**config.mk**
```make
export PLATFORM = sky130hd
export DESIGN_NAME = mux8_rr_sched
export DESIGN_NICKNAME = d
export VERILOG_FILES = /design/src/rtl/mux8_rr_sched.sv
export SDC_FILE = /design/constraint.sdc
export NUM_CORES = 1
export LEC_CHECK = 0
export CORE_UTILIZATION = 53
export CTS_CLUSTER_SIZE = 28
export DETAILED_ROUTE_END_ITERATION = 12
export PLACE_DENSITY = 0.85
export SKIP_CTS_REPAIR_TIMING = 1
export SLEW_MARGIN = 20
export SYNTH_ARGS = -nofsm -noshare
export SYNTH_HDL_FRONTEND = slang
export SYNTH_SLANG_ARGS = --single-unit
```
**constraint.sdc**
```tcl
create_clock -name i_clk -period 5.35 [get_ports i_clk]
set_input_delay 0.535 -clock i_clk [delete_from_list [all_inputs] [get_ports i_clk]]
set_output_delay 0.535 -clock i_clk [all_outputs]
set_load 0.01 [all_outputs]
```
**src/rtl/mux8_rr_sched.sv**
```systemverilog
// Round-robin scheduler for an 8-way mux: picks a requesting channel, drives the selects,
// captures the mux word and hands it downstream over valid/ready with a one-cycle ack.
module mux8_rr_sched #(
  parameter int unsigned WIDTH = 16
) (
  input  logic             i_clk,
  input  logic             i_rst_n,
  input  logic [7:0]       i_req,
  input  logic [WIDTH-1:0] i_mux_out,
  output logic             o_s0,
  output logic             o_s1,
  output logic             o_s2,
  output logic [7:0]       o_ack,
  output logic [WIDTH-1:0] o_out_data,
  output logic             o_out_valid,
  input  logic             i_out_ready
);

  typedef enum logic [1:0] {StIdle, StCapture, StWait} state_e;

  state_e           r_state;
  state_e           w_state_next;
  logic [2:0]       r_sel;
  logic [2:0]       r_last;
  logic [7:0]       r_ack;
  logic [WIDTH-1:0] r_data;
  logic             r_valid;

  logic [2:0]       w_grant;
  logic [2:0]       w_idx;
  logic             w_found;
  logic             w_req_any;
  logic             w_load;
  logic             w_xfer;

  assign w_req_any = |i_req;
  assign w_load    = (r_state == StCapture) && i_req[r_sel];
  assign w_xfer    = (r_state == StWait) && r_valid && i_out_ready;

  // Search upward starting just past the last completed channel; last itself is checked last.
  always_comb begin
    w_grant = r_last;
    w_found = 1'b0;
    w_idx   = '0;
    for (int unsigned i = 1; i <= 8; i++) begin
      w_idx = r_last + 3'(i);
      if (!w_found && i_req[w_idx]) begin
        w_found = 1'b1;
        w_grant = w_idx;
      end
    end
  end

  always_ff @(posedge i_clk or negedge i_rst_n) begin
    if (!i_rst_n) begin
      r_state <= StIdle;
    end else begin
      r_state <= w_state_next;
    end
  end

  always_comb begin
    w_state_next = r_state;
    unique case (r_state)
      StIdle:    if (w_req_any) w_state_next = StCapture;
      StCapture: w_state_next = w_load ? StWait : StIdle;
      StWait:    if (w_xfer) w_state_next = StIdle;
      default:   w_state_next = StIdle;
    endcase
  end

  always_ff @(posedge i_clk or negedge i_rst_n) begin
    if (!i_rst_n) begin
      r_sel   <= '0;
      r_last  <= 3'd7;
      r_ack   <= '0;
      r_data  <= '0;
      r_valid <= 1'b0;
    end else begin
      r_ack <= '0;
      if (r_state == StIdle && w_req_any) begin
        r_sel <= w_grant;
      end
      if (w_load) begin
        r_data  <= i_mux_out;
        r_valid <= 1'b1;
        r_ack   <= 8'b1 << r_sel;
      end
      // An aborted capture leaves r_last alone so the same channel keeps its turn.
      if (w_xfer) begin
        r_valid <= 1'b0;
        r_last  <= r_sel;
      end
    end
  end

  always_comb begin
    o_s0        = r_sel[0];
    o_s1        = r_sel[1];
    o_s2        = r_sel[2];
    o_ack       = r_ack;
    o_out_data  = r_data;
    o_out_valid = r_valid;
  end

endmodule

```
==> flow_metrics.env, run 1 <==
export IMPL_cts_sinks=33
export IMPL_critPathRequiredTime_ns=5.50
export IMPL_yosys_warnings=0
export IMPL_p_per_area_nw_per_um2=683.4
export IMPL_grt_overflow=0
export IMPL_core_area_um2=4000
export IMPL_initial_core_util_pct=55.08
export IMPL_use_met3_pct=4.623
export IMPL_synth_ff_type="dfrtp_1"
export IMPL_synthCells=176
export IMPL_end_kind="register"
export IMPL_max_freq_ghz=0.2715
export IMPL_routed_wl_um=4948
export IMPL_power_total_mw=1.965
export IMPL_vias=1682
export IMPL_numCtsBuffers=5
export IMPL_netlist_top_cells_area="dfrtp_1 (34%), mux4_2 (15%), mux2_2 (12%), dfstp_2 (3.6%), mux4_1 (3.6%)"
export IMPL_worst_pin_slew_ns=0.4198
export IMPL_vias_per_cell=6.094
export IMPL_swShare_pct=39.52
export IMPL_reg2reg_slack_ns=1.67
export IMPL_yosysTopAreaCellShare_pct=34.07
export IMPL_synthToLayoutAreaGrowth_pct=30.49
export IMPL_first_iter_violations=88
export IMPL_antenna_left=0
export IMPL_fin_tns_setup_ns=0
export IMPL_worstReg2RegStart="r_last[0]"
export IMPL_antenna_found_initial=0
export IMPL_synth_common_cells="dfrtp_1 (30), mux2_2 (24), mux4_2 (15)"
export IMPL_slew_headroom_pct=71.21
export IMPL_grtUsageTotal_pct=24.23
export IMPL_gr_usage_met1_pct=33.18
export IMPL_r2r_cells=8
export IMPL_cp_start_kind="register"
export IMPL_dr_pass1_iters=4
export IMPL_min_to="o_out_data[3]"
export IMPL_place_ws_ns=1.692
export IMPL_place_area_um2=2759
export IMPL_ir_drop_mv=0.4413
export IMPL_async_flop_share_pct=100.0
export IMPL_cts_max_level=2
export IMPL_synth_seq_area_share_pct=37.65
export IMPL_die_area_um2=4419
export IMPL_setup_violations=0
export IMPL_syn_num_nets=205
export IMPL_io_buffers=54
export IMPL_holdPathStages=1
export IMPL_hold_viol=0
export IMPL_drc=0
export IMPL_finClkSkew_ns=0.006836
export IMPL_power_frac_seq_pct=26.4
export IMPL_min_period_ns=3.683
export IMPL_die_h_um=66.48
export IMPL_leakagePower_nw=1.130
export IMPL_grt_pass1_vias=1625
export IMPL_ys_types=46
export IMPL_maxCapViolCount=0
export IMPL_ios=55
export IMPL_synth_most_common_cell="dfrtp_1"
export IMPL_switchingPower_uw=776.6
export IMPL_post_drt_wl_per_cell_um=17.93
export IMPL_rsz0062_at_grt="false"
export IMPL_rows=23
export IMPL_top_usage_layer="met2"
export IMPL_grt_max_degree=34
export IMPL_fp_dieW_um=66.48
export IMPL_hp_class="reg -> reg"
export IMPL_layout_drive_gt1_share_pct=26.55
export IMPL_synth_seq_cells=33
export IMPL_antenna_diode_count=0
export IMPL_drv_slew=0
export IMPL_synth_edf_count=0
export IMPL_met2_usage_pct=39.80
export IMPL_p_int_mw=1.188
export IMPL_worstSetupPathType="reg -> reg"
export IMPL_cts_clk_slew_worst_paths_ns=0.07
export IMPL_root_buffer="clkbuf_8"
export IMPL_insertion_delay_ns=0.28
export IMPL_grt_pass1_wl_um=7921
export IMPL_netlist_area_um2=2203
export IMPL_design_area_um2=2875
export IMPL_finalCritPeriodShare_pct=68.83
export IMPL_r2r_end="r_sel[2]"
export IMPL_cts_tree="done"
export IMPL_fin_nets=254
export IMPL_fin_ws_ns=1.667
export IMPL_p_clk_share_pct=12.0
export IMPL_crit_arrival_ns=3.83
export IMPL_clockBufferDepth=2
export IMPL_avgSynthCellArea_um2=12.52
export IMPL_hpwlAfterDp_um=3469
export IMPL_post_route_util_pct=71.88
export IMPL_gp_congestion=0.8602
export IMPL_yosysTopAreaCell="dfrtp_1"
export IMPL_worstHoldStart="o_out_data[3]"
export IMPL_crit_fanout=18
export IMPL_status="complete, no violations"
export IMPL_combinationalPowerShare_pct=61.5
-- kinds of logic (layout without fill, tap and decap cells) --
logic type      after synthesis  count (layout)  share of synthesized area (%)
compound gates               29              29                          10.22
xor+xnor                      4               4                          1.590
fa+ha+maj                     2               2                          1.136
buf+inv                      17              67                          3.578
flops                        33              33                          37.65
mux                          50              50                          35.49
simple gates                 41              41                          10.33
-- power by group through the flow --
| stage | clock (mW) | combinational (mW) | sequential, mW |
|---|---|---|---|
| CTS | 0.242 | 1.21 | 0.521 |
| detailed placement | 0 | 1.20 | 0.521 |
| global placement | 0 | 1.18 | 0.512 |
| floorplan | 0 | 0.914 | 0.464 |
| finish | 0.237 | 1.21 | 0.519 |
| global route | 0.252 | 1.31 | 0.541 |
-- worst max-delay path by stage --
stage                     cells past startpoint        to  startpoint  slack (ns)
after floorplan                              10  r_sel[2]   r_last[0]        2.36
final                                         8  r_sel[2]   r_last[0]        1.67
after CTS                                     8  r_sel[2]   r_last[0]        1.70
after global routing                          8  r_sel[2]   r_last[0]        1.39
after detailed placement                      8  r_sel[2]   r_last[0]        1.69
after global placement                        8  r_sel[2]   r_last[0]        1.83
-- area by class of cell --
type | count | area, um^2
Clock buffer | 7 | 86.33
Clock inverter | 1 | 30.03
Fill cell | 280 | 1125
Inverter | 3 | 11.26
Multi-Input combinational cell | 126 | 1300
Sequential cell | 33 | 829.5
Tap cell | 50 | 62.56
Timing Repair Buffer | 56 | 555.5
-- routing by layer --
layer / routed length, um / part of all wire (%) / vias to the layer above
li1: - / - / 782
met1: 2177 / 44 / 847
met3: 146 / 3.0 / 8
met2: 2557 / 52 / 45
met4: 67 / 1.4 / 0
met5: 0 / 0 / -
-- state kept, by name (all words and copies together) (netlist names) --
| signal | cells |
|---|---|
| o_out_data | 16 |
| r_sel | 3 |
| o_ack | 8 |
| r_last | 3 |
| o_out_valid | 1 |
| r_state | 2 |
-- placed cells by master, fill, tap and decap left out, drive strengths merged, types with 3 or more instances in the layout --
cell           count
mux2              27
xnor2              4
nor2b              4
mux2i              5
nor4               4
nand2              9
dfstp              3
nor2              10
clkdlybuf4s50     54
a21oi              4
nand2b             5
nor3               3
a31oi              3
mux4              18
dfrtp             30
inv                3
clkbuf             7
-- critical path, cell delays in order, from the launching register on --
cell,delay [ns]
dfstp_2,0.80
inv_1,0.19
ha_1,0.62
mux4_1,0.68
mux2_4,0.35
nor4_4,0.41
o311ai_1,0.15
nor4_1,0.25
a211oi_1,0.10
-- stage by stage --
stage | instances | hold WS [ns]
2_1_floorplan | 176 | 0.2394
3_3_place_gp | 268 | 0.4895
3_5_place_dp | 268 | 0.4947
4_1_cts | 276 | 0.5099
5_1_grt | 276 | 0.5314
6_report | 276 | 0.5079
(Power assumes the default switching activity.)
==> run 2: changes to the inputs <==
- CORE_UTILIZATION: 53 -> 49
- PLACE_DENSITY: 0.85 -> 0.8
- clock period: 5.35 -> 3.4 ns (I/O delays scaled with it)
==> flow_metrics.env, run 2 (synthesized netlist as in run 1, its figures left out) <==
export IMPL_status="complete, no violations"
export IMPL_die_h_um=69.06
export IMPL_design_area_um2=2903
export IMPL_gp_congestion=0.8588
export IMPL_grt_pass1_wl_um=8666
export IMPL_root_buffer="clkbuf_8"
export IMPL_dp_cells=273
export IMPL_clockBufferDepth=2
export IMPL_fp_dieW_um=69.06
export IMPL_numCtsBuffers=5
export IMPL_crit_arrival_ns=3.27
export IMPL_dr_pass1_iters=4
export IMPL_top_usage_layer="met2"
export IMPL_cts_clk_slew_worst_paths_ns=0.07
export IMPL_ir_drop_mv=0.6727
export IMPL_crit_fanout=13
export IMPL_routed_wl_um=5140
export IMPL_vias=1721
export IMPL_drc=0
export IMPL_grt_pass1_vias=1691
export IMPL_cts_max_level=2
export IMPL_fin_nets=257
export IMPL_grt_overflow=0
export IMPL_insertion_delay_ns=0.28
export IMPL_drv_slew=0
export IMPL_setup_violations=0
export IMPL_crit_end="r_sel[2]"
export IMPL_p_per_area_nw_per_um2=1078
export IMPL_layout_drive_gt1_share_pct=27.95
export IMPL_core_area_um2=4324
export IMPL_place_ws_ns=0.2009
export IMPL_antenna_found_initial=0
export IMPL_rows=24
export IMPL_antenna_diode_count=0
export IMPL_ios=55
export IMPL_maxCapViolCount=0
export IMPL_first_iter_violations=96
export IMPL_fillers=333
export IMPL_hpwlAfterDp_um=3652
export IMPL_mostFrequentLayoutCells="clkdlybuf4s50_1 (54), dfrtp_1 (30), mux2_2 (24), mux4_2 (15), nor2_1 (10)"
export IMPL_rsz0062_at_grt="false"
export IMPL_startpoint="r_last[0]"
export IMPL_place_area_um2=2784
export IMPL_post_route_util_pct=67.13
export IMPL_min_period_ns=3.118
export IMPL_holdWs_ns=0.4495
export IMPL_met2_usage_pct=38.73
export IMPL_max_freq_ghz=0.3207
export IMPL_fin_ws_ns=0.2818
export IMPL_r2r_cells=8
export IMPL_cts_tree="done"
export IMPL_cp_start_kind="register"
export IMPL_grtUsageTotal_pct=22.85
export IMPL_reg2reg_slack_ns=0.28
export IMPL_critPathRequiredTime_ns=3.56
export IMPL_hp_class="in -> async"
export IMPL_end_kind="register"
export IMPL_fin_cells=281
export IMPL_cts_sinks=33
export IMPL_worstReg2RegStart="r_last[0]"
export IMPL_power_total_mw=3.130
export IMPL_finalCritPeriodShare_pct=91.71
export IMPL_worstSetupPathType="reg -> reg"
export IMPL_post_drt_wl_per_cell_um=18.29
export IMPL_final_common_cell="clkdlybuf4s50_1"
export IMPL_leakagePower_nw=1.144
export IMPL_finClkSkew_ns=0.008893
export IMPL_worst_pin_slew_ns=0.4515
export IMPL_die_area_um2=4769
export IMPL_slew_headroom_pct=69.04
export IMPL_hold_viol=0
export IMPL_antenna_left=0
export IMPL_synthToLayoutAreaGrowth_pct=31.74
export IMPL_initial_core_util_pct=50.95
export IMPL_fin_tns_setup_ns=0
export IMPL_gr_usage_met1_pct=31.07
export IMPL_use_met3_pct=4.240
export IMPL_io_buffers=54
export IMPL_r2r_end="r_sel[2]"
export IMPL_grt_max_degree=34
export IMPL_largest_reg_flops=16
export IMPL_vias_per_cell=6.125
-- run 2: changes by cell type in the layout (fill, tap and decap cells not counted) --
cell / previous run / this run
ha_2: 0 / 1
ha_1: 2 / 1
buf_4: 2 / 5
-- run 2: worst min path at each step --
| stage | from | to | slack (ns) |
|---|---|---|---|
| 6_report | i_rst_n | o_out_data[8] | 0.45 |
| 2_1_floorplan | i_rst_n | o_ack[0] | 0.04 |
| 5_1_grt | i_rst_n | o_out_data[4] | 0.49 |
| 3_3_place_gp | o_out_data[11] | o_out_data[11] | 0.49 |
| 3_5_place_dp | o_out_data[10] | o_out_data[10] | 0.49 |
| 4_1_cts | i_rst_n | o_out_data[4] | 0.46 |
-- run 2: final cells by class --
type / count / area, um^2 / share of cell area, %
clock buffer: 7 / 86.33 / 2.974
clock inverter: 1 / 30.03 / 1.034
inverter: 3 / 11.26 / 0.3879
multi-input combinational: 126 / 1303 / 44.87
sequential: 33 / 829.5 / 28.58
tap: 52 / 65.06 / 2.241
timing repair buffer: 59 / 578.1 / 19.91
-- run 2: critical path, cell delays in order, from the launching register on --
cell,delay [ns]
dfstp_2,0.53
inv_1,0.10
ha_2,0.50
mux4_1,0.65
mux2_4,0.35
nor4_4,0.42
o311ai_1,0.16
nor4_1,0.20
a211oi_1,0.08
-- run 2: power breakdown --
group / internal, mW / leakage, nW / switching (mW)
Clock: 0.239 / 0.0585 / 0.135
Sequential: 0.573 / 0.402 / 0.149
Combinational: 1.08 / 0.683 / 0.950
Total: 1.89 / 1.14 / 1.23
-- run 2: metal layers --
metal | wire length [um] | vias to the layer above
met2 | 2747 | 58
met3 | 328 | 2
met5 | 0 | -
met4 | 13 | 0
met1 | 2050 | 869
li1 | - | 792
